## config.mk

```make
export PLATFORM = sky130hd
export DESIGN_NAME = uart_rx_cfg
export DESIGN_NICKNAME = d
export VERILOG_FILES = /design/src/rtl/uart_pkg.sv /design/src/rtl/uart_rx_fifo.sv /design/src/rtl/uart_rx_cfg.sv
export SDC_FILE = /design/constraint.sdc
export NUM_CORES = 1
export LEC_CHECK = 0
export CAP_MARGIN = 10
export CORE_ASPECT_RATIO = 1.75
export CORE_MARGIN = 4
export CORE_UTILIZATION = 24
export CTS_CLUSTER_DIAMETER = 100
export DETAILED_ROUTE_END_ITERATION = 10
export PLACE_DENSITY_LB_ADDON = 0.25
export SKIP_LAST_GASP = 1
export SYNTH_ARGS = -nofsm -noshare
export SYNTH_HDL_FRONTEND = slang
export SYNTH_SLANG_ARGS = --single-unit
```

## constraint.sdc

```tcl
create_clock -name clk -period 4.45 [get_ports clk]
set_input_delay 1.1125 -clock clk [delete_from_list [all_inputs] [get_ports clk]]
set_output_delay 1.1125 -clock clk [all_outputs]
set_load 0.05 [all_outputs]
```

## src/rtl/uart_pkg.sv

```systemverilog
// rtl/uart_pkg.sv - shared UART types, parity constants and divisor helpers
package uart_pkg;

    typedef enum logic [2:0] {
        IDLE,
        START,
        DATA,
        PARITY,
        STOP
    } rx_state_e;

    localparam int PARITY_NONE = 0;
    localparam int PARITY_ODD  = 1;
    localparam int PARITY_EVEN = 2;

    // Clocks per oversample tick; never below one so the tick counter stays valid.
    function automatic int uart_div(input int clk_freq, input int baud, input int os);
        int d;
        d = clk_freq / (baud * os);
        if (d < 1) d = 1;
        return d;
    endfunction

    // Counter width for values 0..n-1, at least one bit.
    function automatic int cnt_width(input int n);
        return (n > 1) ? $clog2(n) : 1;
    endfunction

endpackage

```

## src/rtl/uart_rx_fifo.sv

```systemverilog
// rtl/uart_rx_fifo.sv - synchronous receive buffer with full/empty flags
module uart_rx_fifo #(
    parameter int WIDTH = 10,
    parameter int DEPTH = 4
) (
    input  logic             clk,
    input  logic             reset_n,
    input  logic             push,
    input  logic [WIDTH-1:0] wdata,
    input  logic             pop,
    output logic [WIDTH-1:0] rdata,
    output logic             full,
    output logic             empty
);

    localparam int AW = (DEPTH > 1) ? $clog2(DEPTH) : 1;

    logic [AW:0]      wr_ptr;
    logic [AW:0]      rd_ptr;
    logic [WIDTH-1:0] mem [DEPTH];
    logic             do_pop;
    logic             do_push;

    assign empty   = (wr_ptr == rd_ptr);
    assign full    = (wr_ptr[AW] != rd_ptr[AW]) && (wr_ptr[AW-1:0] == rd_ptr[AW-1:0]);
    // A pop on an empty buffer is ignored; a push into a full buffer only lands when a pop frees a slot.
    assign do_pop  = pop && !empty;
    assign do_push = push && (!full || do_pop);
    // Head reads as zero while empty so the outputs show their reset values.
    assign rdata   = empty ? '0 : mem[rd_ptr[AW-1:0]];

    // Read and write pointers with a wrap bit to tell full from empty.
    always_ff @(posedge clk or negedge reset_n) begin
        if (!reset_n) begin
            wr_ptr <= '0;
            rd_ptr <= '0;
        end else begin
            if (do_push) wr_ptr <= wr_ptr + 1'b1;
            if (do_pop)  rd_ptr <= rd_ptr + 1'b1;
        end
    end

    // Storage array; contents are don't-care until written.
    always_ff @(posedge clk) begin
        if (do_push) mem[wr_ptr[AW-1:0]] <= wdata;
    end

endmodule

```

## src/rtl/uart_rx_cfg.sv

```systemverilog
// rtl/uart_rx_cfg.sv - configurable oversampling UART receiver with error flags and buffer
module uart_rx_cfg
    import uart_pkg::*;
#(
    parameter int CLK_FREQ    = 100_000_000,
    parameter int BAUD_RATE   = 9600,
    parameter int OVERSAMPLE  = 16,
    parameter int DATA_BITS   = 8,
    parameter int PARITY_MODE = 0,
    parameter int STOP_BITS   = 1,
    parameter int FIFO_DEPTH  = 4
) (
    input  logic                 clk,
    input  logic                 reset_n,
    input  logic                 rx,
    output logic [DATA_BITS-1:0] data_out,
    output logic                 parity_err,
    output logic                 frame_err,
    output logic                 data_valid,
    input  logic                 data_ready,
    output logic                 overrun,
    output logic                 busy
);

    localparam int DIV    = uart_div(CLK_FREQ, BAUD_RATE, OVERSAMPLE);
    localparam int DIV_W  = cnt_width(DIV);
    localparam int OS_W   = cnt_width(OVERSAMPLE);
    localparam int BIT_W  = cnt_width(DATA_BITS);
    localparam int FIFO_W = DATA_BITS + 2;

    localparam logic [DIV_W-1:0] DIV_LAST  = DIV_W'(DIV - 1);
    localparam logic [OS_W-1:0]  S_FIRST   = OS_W'(OVERSAMPLE / 2 - 1);
    localparam logic [OS_W-1:0]  S_MID     = OS_W'(OVERSAMPLE / 2);
    localparam logic [OS_W-1:0]  S_LAST    = OS_W'(OVERSAMPLE / 2 + 1);
    localparam logic [OS_W-1:0]  S_END     = OS_W'(OVERSAMPLE - 1);
    localparam logic [BIT_W-1:0] BIT_LAST  = BIT_W'(DATA_BITS - 1);
    localparam logic             STOP_LAST = 1'(STOP_BITS - 1);

    rx_state_e            state_q;
    rx_state_e            state_d;
    logic                 rx_s1;
    logic                 rx_s2;
    logic                 rx_prev;
    logic [1:0]           flush_cnt;
    logic                 falling;
    logic [DIV_W-1:0]     div_cnt;
    logic                 tick;
    logic [OS_W-1:0]      samp_cnt;
    logic [BIT_W-1:0]     bit_cnt;
    logic                 stop_cnt;
    logic                 samp_a;
    logic                 samp_b;
    logic                 maj;
    logic                 vote_now;
    logic                 bit_end;
    logic [DATA_BITS-1:0] shreg;
    logic                 exp_par;
    logic                 perr_q;
    logic                 ferr_q;
    logic                 push;
    logic [FIFO_W-1:0]    push_word;
    logic [FIFO_W-1:0]    head_word;
    logic                 fifo_full;
    logic                 fifo_empty;
    logic                 pop;

    // Two-flop synchroniser plus a delayed copy for edge detection; flush_cnt keeps reset values from faking an edge.
    always_ff @(posedge clk or negedge reset_n) begin
        if (!reset_n) begin
            rx_s1     <= 1'b1;
            rx_s2     <= 1'b1;
            rx_prev   <= 1'b1;
            flush_cnt <= 2'd0;
        end else begin
            rx_s1   <= rx;
            rx_s2   <= rx_s1;
            rx_prev <= rx_s2;
            if (flush_cnt != 2'd3) flush_cnt <= flush_cnt + 2'd1;
        end
    end

    assign falling = (flush_cnt == 2'd3) && rx_prev && !rx_s2;

    // Oversample tick divider, held at zero while idle so each frame starts phase-aligned.
    always_ff @(posedge clk or negedge reset_n) begin
        if (!reset_n) begin
            div_cnt <= '0;
        end else if (state_q == IDLE || div_cnt == DIV_LAST) begin
            div_cnt <= '0;
        end else begin
            div_cnt <= div_cnt + 1'b1;
        end
    end

    assign tick     = (state_q != IDLE) && (div_cnt == DIV_LAST);
    assign vote_now = tick && (samp_cnt == S_LAST);
    assign bit_end  = tick && (samp_cnt == S_END);
    assign maj      = (samp_a & samp_b) | (samp_a & rx_s2) | (samp_b & rx_s2);
    assign exp_par  = (PARITY_MODE == PARITY_ODD) ? ~(^shreg) : (^shreg);
    assign push_word = {shreg, perr_q, ferr_q | ~maj};

    // State register.
    always_ff @(posedge clk or negedge reset_n) begin
        if (!reset_n) state_q <= IDLE;
        else          state_q <= state_d;
    end

    // Next-state logic; the last stop-bit vote writes the frame and returns to IDLE in the same cycle.
    always_comb begin
        state_d = state_q;
        push    = 1'b0;
        case (state_q)
            IDLE:   if (falling) state_d = START;
            START: begin
                if (vote_now && maj)  state_d = IDLE;
                else if (bit_end)     state_d = DATA;
            end
            DATA: begin
                if (bit_end && bit_cnt == BIT_LAST)
                    state_d = (PARITY_MODE == PARITY_NONE) ? STOP : PARITY;
            end
            PARITY: if (bit_end) state_d = STOP;
            STOP: begin
                if (vote_now && stop_cnt == STOP_LAST) begin
                    state_d = IDLE;
                    push    = 1'b1;
                end
            end
            default: state_d = IDLE;
        endcase
    end

    // Sample capture, bit counting, data shift and per-frame error accumulation.
    always_ff @(posedge clk or negedge reset_n) begin
        if (!reset_n) begin
            samp_cnt <= '0;
            bit_cnt  <= '0;
            stop_cnt <= 1'b0;
            samp_a   <= 1'b1;
            samp_b   <= 1'b1;
            shreg    <= '0;
            perr_q   <= 1'b0;
            ferr_q   <= 1'b0;
        end else if (state_q == IDLE) begin
            samp_cnt <= '0;
            bit_cnt  <= '0;
            stop_cnt <= 1'b0;
            perr_q   <= 1'b0;
            ferr_q   <= 1'b0;
        end else if (tick) begin
            samp_cnt <= (samp_cnt == S_END) ? '0 : samp_cnt + 1'b1;
            if (samp_cnt == S_FIRST) samp_a <= rx_s2;
            if (samp_cnt == S_MID)   samp_b <= rx_s2;
            if (samp_cnt == S_LAST) begin
                case (state_q)
                    DATA:    shreg  <= {maj, shreg[DATA_BITS-1:1]};
                    PARITY:  perr_q <= (maj != exp_par);
                    STOP:    if (!maj) ferr_q <= 1'b1;
                    default: ;
                endcase
            end
            if (samp_cnt == S_END) begin
                case (state_q)
                    DATA:    bit_cnt  <= (bit_cnt == BIT_LAST) ? '0 : bit_cnt + 1'b1;
                    STOP:    stop_cnt <= stop_cnt + 1'b1;
                    default: ;
                endcase
            end
        end
    end

    assign pop = data_valid && data_ready;

    // Sticky overrun: set when a frame is dropped on a full buffer, cleared by the next pop.
    always_ff @(posedge clk or negedge reset_n) begin
        if (!reset_n)                          overrun <= 1'b0;
        else if (pop)                          overrun <= 1'b0;
        else if (push && fifo_full)            overrun <= 1'b1;
    end

    uart_rx_fifo #(
        .WIDTH (FIFO_W),
        .DEPTH (FIFO_DEPTH)
    ) u_fifo (
        .clk     (clk),
        .reset_n (reset_n),
        .push    (push),
        .wdata   (push_word),
        .pop     (pop),
        .rdata   (head_word),
        .full    (fifo_full),
        .empty   (fifo_empty)
    );

    assign data_out   = head_word[FIFO_W-1:2];
    assign parity_err = head_word[1];
    assign frame_err  = head_word[0];
    assign data_valid = !fifo_empty;
    assign busy       = (state_q != IDLE);

endmodule

```

==> results of run 1 <==
-- stage by stage --
step / hold slack, ns / setup WS, ns / util (%) / total power (W) / std cells
2_1_floorplan: 0.345 / 1.43 / - / 0.00114 / 276
3_3_place_gp: 0.346 / 0.895 / 27.1 / 0.00123 / 474
3_5_place_dp: 0.348 / 0.864 / 27.1 / 0.00124 / 474
4_1_cts: 0.358 / 0.486 / 29.1 / 0.00201 / 490
5_1_grt: 0.364 / 0.258 / 29.1 / 0.00209 / 490
6_report: 0.357 / 0.612 / 29.1 / 0.00197 / 490
-- worst paths after layout --
check	startpoint	endpoint	slack, ns	depth (start not counted)
setup / recovery	u_fifo.rd_ptr[1]$_DFFE_PN0P_	data_out[7]	0.61	5
hold reg to reg	rx_s1$_DFF_PN1_	rx_s2$_DFF_PN1_	0.36	0
hold / removal	rx_s1$_DFF_PN1_	rx_s2$_DFF_PN1_	0.36	0
max in group asynchronous	reset_n	shreg[1]$_DFFE_PN0P_	2.86	1
setup reg to reg	div_cnt[4]$_DFF_PN0_	u_fifo.mem[1][6]$_DFFE_PP_	1.61	4
min in group asynchronous	reset_n	div_cnt[9]$_DFF_PN0_	0.96	1
-- critical path: cells and delay by family, from the launching register on --
kind                      cells  cell delay (ns)
xor gates and xnor gates      1             0.27
buffers and inverters         1             0.80
DFF                           1             0.72
and+or+nand+nor               3             0.59
-- cell usage in the layout (no fill, tap or decap), types with 10 or more instances in the layout --
| cell type | synthesis | final |
|---|---|---|
| and2_1 | 15 | 15 |
| clkdlybuf4s50_1 | 0 | 15 |
| dfrtp_1 | 40 | 40 |
| edfxtp_1 | 40 | 40 |
| ha_1 | 13 | 13 |
| mux2_2 | 12 | 12 |
| mux4_2 | 10 | 10 |
| nand2_1 | 19 | 19 |
| nor2_1 | 20 | 20 |
| xnor2_1 | 17 | 17 |
-- sequential cells by signal, indices dropped and copies added (netlist names), 2 cells and up --
register       cells
u_fifo.rd_ptr      3
shreg              8
flush_cnt          2
samp_cnt           4
u_fifo.mem        40
u_fifo.wr_ptr      3
bit_cnt            3
div_cnt           10
state_q            3
-- cell type report --
class	instances	area, µm²	area share [%]
flip-flops and latches	85	2330	51.8
multi-input cells	178	1430	31.7
well taps	186	233	5.17
clock buffers	9	225	5.00
repair buffers	19	178	3.94
clock inverters	7	82.6	1.83
inverters	6	22.5	0.500
-- logic make-up after synthesis --
logic type | count (synthesis) | synth area share, %
and+or+nand+nor | 91 | 13.4
DFF | 85 | 61.2
AOI/OAI and AO/OA | 26 | 4.17
xor gates and xnor gates | 25 | 5.94
muxes | 22 | 9.45
adders and majority gates | 14 | 4.53
buffers and inverters | 13 | 1.31
-- power breakdown --
group	internal, W	switching (W)	leakage (nW)
registers	0.000859	0.0000596	1.01
logic	0.000127	0.000163	0.630
clock network	0.000443	0.000319	0.144
total	0.00143	0.000542	1.79
-- metal layers --
metal	wire length [µm]	track usage, %	vias up	part of all wire, %
li1	-	-	1045	-
met2	3830	15.2	19	55
met4	143	3.73	0	2.1
met1	2780	9.93	1072	40
met3	188	2.24	8	2.7
met5	0	0	-	0
==> impl_metrics.yaml, run 1 <==
run_status:
  outcome: "completed"
yosys:
  synth.top_cell.area_share_pct: 31.5
  synth.top_cells.by_area: "edfxtp_1 31%, dfrtp_1 26%, mux4_2 5.9%, ha_1 4.3%, xnor2_1 3.9%"
  synth_cell_types: 40
  ys_seq_area_share_pct: 61.2
  syn-num-nets: 293
  syn_inst: 276
  netlist_area_mm2: 0.00381
  ys_top_cells_by_count: "40 x dfrtp_1, 40 x edfxtp_1, 20 x nor2_1"
  synth_flop_cell: "edfxtp_1"
  avgSynthCellArea_um2: 13.8
  synth_top_area_cell: "edfxtp_1"
  synth_edf_count: 40
  ys_seq_elements: 85
  async_reset_ff_share_pct: 52.9
  yosysWarnings: 0
pwr:
  power_density_mw_per_mm2: 437
  peakVddDrop_v: 0.000251
  leakage_nw: 1.79
sta:
  hold_viol: 0
  period_share_pct: 86.3
  rsz0062_at_grt: "false"
  slew_viol_final: 0
  slew_headroom_pct: 31.6
  finalSetupViolations: 0
  final.setup_skew_ns: 0.00958
  period_minus_slack_ns: 3.84
  tns_ns: 0
  tightest_slew_ns: 1.03
  max_freq_mhz: 261
critical_path:
  crit_arrival_ns: 2.73
  max_stage_delay_ns: 0.80
  endpoint_kind: "output pin"
  cp-start-kind: "flip-flop"
  cp_max_fo: 14
  crit_chain: "xor2_1 > nor2_1 > nand2_1 > and2_1 > clkdlybuf4s50_1"
  critical_path_required_ns: 3.34
  critical_path.slowest_cell: "clkdlybuf4s50_1"
  worst-setup-path-type: "reg -> out"
placed_design:
  gp_congestion: 0.738
  place_area_mm2: 0.00420
  dp.final_hpwl_um: 4800
  io_buffers: 16
cts:
  post_cts_buffers: 0
  cts_resized: 0
  numCtsBuffers: 9
  clock_sinks: 85
  tritoncts: "built"
  clockRootBuffer: "clkbuf_16"
  ctsHoldBuffers: 0
  cts.clk_slew.worst_paths_ns: 0.06
  clk_latency_ns: 0.34
  cts_buffer_depth: 2
  h-tree-depth: 3
global_routing:
  grt_pass1_wl_um: 12000
  grt.overflow.total: 0
  track_usage_pct: 8.78
  grt_max_degree: 46
  antenna_found_initial: 0
  grt_pass1_vias: 2282
floorplan:
  boundaryPins: 17
  dieArea_mm2: 0.0181
  core-area_mm2: 0.0155
  chipHeight_um: 175
  dieWidth_um: 103
  start_util_pct: 24.7
  fp-row-count: 60
drt:
  wirelength_um: 6950
  vias_per_cell: 4.38
  dr_total_vias: 2144
  drt_first_pass_iters: 4
  antenna_left: 0
  drtIter0Drc: 68
  drcViolationCount: 0
  wl_per_cell_um: 14.2
final_layout:
  final_nets: 316
  area_growth_pct: 18.1
  fillers: 1599
  drive_gt1_share_pct: 17.1
  fin_area_mm2: 0.00450
  diodes: 0
flow_run:
  drv_cap: 0
hold_path:
  min-delay-path-class: "reg -> reg"
(Power assumes the default switching activity.)
==> run 2: changes to the inputs <==
--- a/config.mk
+++ b/config.mk
@@ -7,7 +7,6 @@
 export LEC_CHECK = 0
 export CAP_MARGIN = 10
 export CORE_ASPECT_RATIO = 1.75
-export CORE_MARGIN = 4
 export CORE_UTILIZATION = 24
 export CTS_CLUSTER_DIAMETER = 100
 export DETAILED_ROUTE_END_ITERATION = 10
==> run 2 against run 1 <==
  * Combinational power down 3%
  * Sequential power up 2%
  * Register-to-register slack better by 0.03 ns
  * Worst setup slack worse by 0.032 ns
  * Largest power group unchanged
==> impl_metrics.yaml, run 2 (synthesis results as in run 1) <==
run_status:
  outcome: "completed"
critical_path:
  critical_path_required_ns: 3.34
  r2r_slack_ns: 1.64
  r2r_start: "div_cnt[4]$_DFF_PN0_"
  crit_chain: "xor2_1 > nor2_1 > nand2_1 > and2_1 > clkdlybuf4s50_1"
  worst-setup-path-type: "reg -> out"
  crit_arrival_ns: 2.76
  r2r_cells: 4
  endpoint_kind: "output pin"
  critPathCapture: "data_out[2]"
  r2r-end: "u_fifo.mem[1][1]$_DFFE_PP_"
  cp-startpoint: "u_fifo.rd_ptr[1]$_DFFE_PN0P_"
  cp-start-kind: "flip-flop"
  critical_path.slowest_cell: "clkdlybuf4s50_1"
  cp_max_fo: 14
  max_stage_delay_ns: 0.80
drt:
  drt_first_pass_iters: 4
  drcViolationCount: 0
  dr_total_vias: 2160
  drtIter0Drc: 73
  antenna_left: 0
  vias_per_cell: 4.40
  wirelength_um: 6980
  wl_per_cell_um: 14.2
cts:
  clock_sinks: 85
  post_cts_buffers: 0
  cts_buffer_depth: 2
  clockRootBuffer: "clkbuf_16"
  numCtsBuffers: 9
  clk_latency_ns: 0.34
  h-tree-depth: 3
  cts_resized: 0
  ctsHoldBuffers: 0
  tritoncts: "built"
  cts.clk_slew.worst_paths_ns: 0.06
sta:
  slew_headroom_pct: 54.6
  fin_ws_ns: 0.580
  rsz0062_at_grt: "false"
  finalSetupViolations: 0
  period_minus_slack_ns: 3.87
  tns_ns: 0
  hold_viol: 0
  slew_viol_final: 0
  final.setup_skew_ns: 0.00852
  tightest_slew_ns: 0.675
  max_freq_mhz: 258
  period_share_pct: 87.0
  hold_slack_ns: 0.358
final_layout:
  drive_gt1_share_pct: 17.4
  area_growth_pct: 18.2
  final_nets: 317
  diodes: 0
  largest_register_ffs: 40
  fin_cells: 491
  final_cell_mix: "40 x dfrtp_1, 40 x edfxtp_1, 20 x nor2_1, 19 x nand2_1, 17 x xnor2_1"
  post-route-util_pct: 29.2
floorplan:
  dieWidth_um: 97.3
  chipHeight_um: 169
  fp-row-count: 60
  dieArea_mm2: 0.0164
  start_util_pct: 24.7
  core-area_mm2: 0.0155
  boundaryPins: 17
global_routing:
  track_usage_pct: 9.17
  grt_pass1_vias: 2209
  antenna_found_initial: 0
  grt.overflow.total: 0
  grt_max_degree: 46
  grt_pass1_wl_um: 11500
placed_design:
  dp_slack_ns: 0.858
  gp_congestion: 0.732
  dp.final_hpwl_um: 4840
  dpl.cell_count: 475
  io_buffers: 16
pwr:
  leakage_nw: 1.79
  power_density_mw_per_mm2: 437
  peakVddDrop_v: 0.000230
hold_path:
  min-delay-path-class: "reg -> reg"
  min-delay-start: "rx_s1$_DFF_PN1_"
flow_run:
  drv_cap: 0
[run 2: area by class of cell]
class                           instances  area [µm²]
Clock buffer                            9         225
Tap cell                              186         233
Fill cell                            1584       11000
Sequential cell                        85        2330
Timing Repair Buffer                   20         185
Clock inverter                          7        78.8
Multi-Input combinational cell        178        1430
Inverter                                6        22.5
[run 2: critical path, delay by kind of cell, from the launching register on]
| kind | cells | cell delay [ns] |
|---|---|---|
| buffers and inverters | 1 | 0.80 |
| flip-flops | 1 | 0.73 |
| AND/OR/NAND/NOR | 3 | 0.62 |
| XOR/XNOR | 1 | 0.27 |
[run 2: worst min-delay path by stage]
stage / slack, ns / depth (start not counted) / end
detailed placement: 0.35 / 0 / rx_s2$_DFF_PN1_
global route: 0.36 / 0 / rx_s2$_DFF_PN1_
floorplan: 0.35 / 0 / rx_s2$_DFF_PN1_
finish: 0.36 / 0 / rx_s2$_DFF_PN1_
CTS: 0.36 / 0 / rx_s2$_DFF_PN1_
global placement: 0.35 / 0 / rx_s2$_DFF_PN1_
[run 2: power breakdown]
part / internal, W / leakage [nW] / switching, W / total (W)
Sequential: 0.000859 / 1.01 / 0.0000750 / 0.000934
Clock: 0.000440 / 0.139 / 0.000316 / 0.000756
Combinational: 0.000128 / 0.635 / 0.000152 / 0.000280
[run 2: per-stage QoR]
step / power [W] / area (µm²)
global route: 0.00208 / 4510
global placement: 0.00123 / 4200
floorplan: 0.00114 / 3810
finish: 0.00197 / 4510
CTS: 0.00201 / 4510
detailed placement: 0.00124 / 4200
[run 2: routing by layer]
| metal | part of all wire, % | global-route usage, % | vias to the layer above |
|---|---|---|---|
| li1 | - | - | 1053 |
| met1 | 40 | 9.51 | 1072 |
| met2 | 55 | 17.2 | 27 |
| met3 | 2.7 | 2.39 | 8 |
| met4 | 1.7 | 4.03 | 0 |
| met5 | 0 | 0 | - |
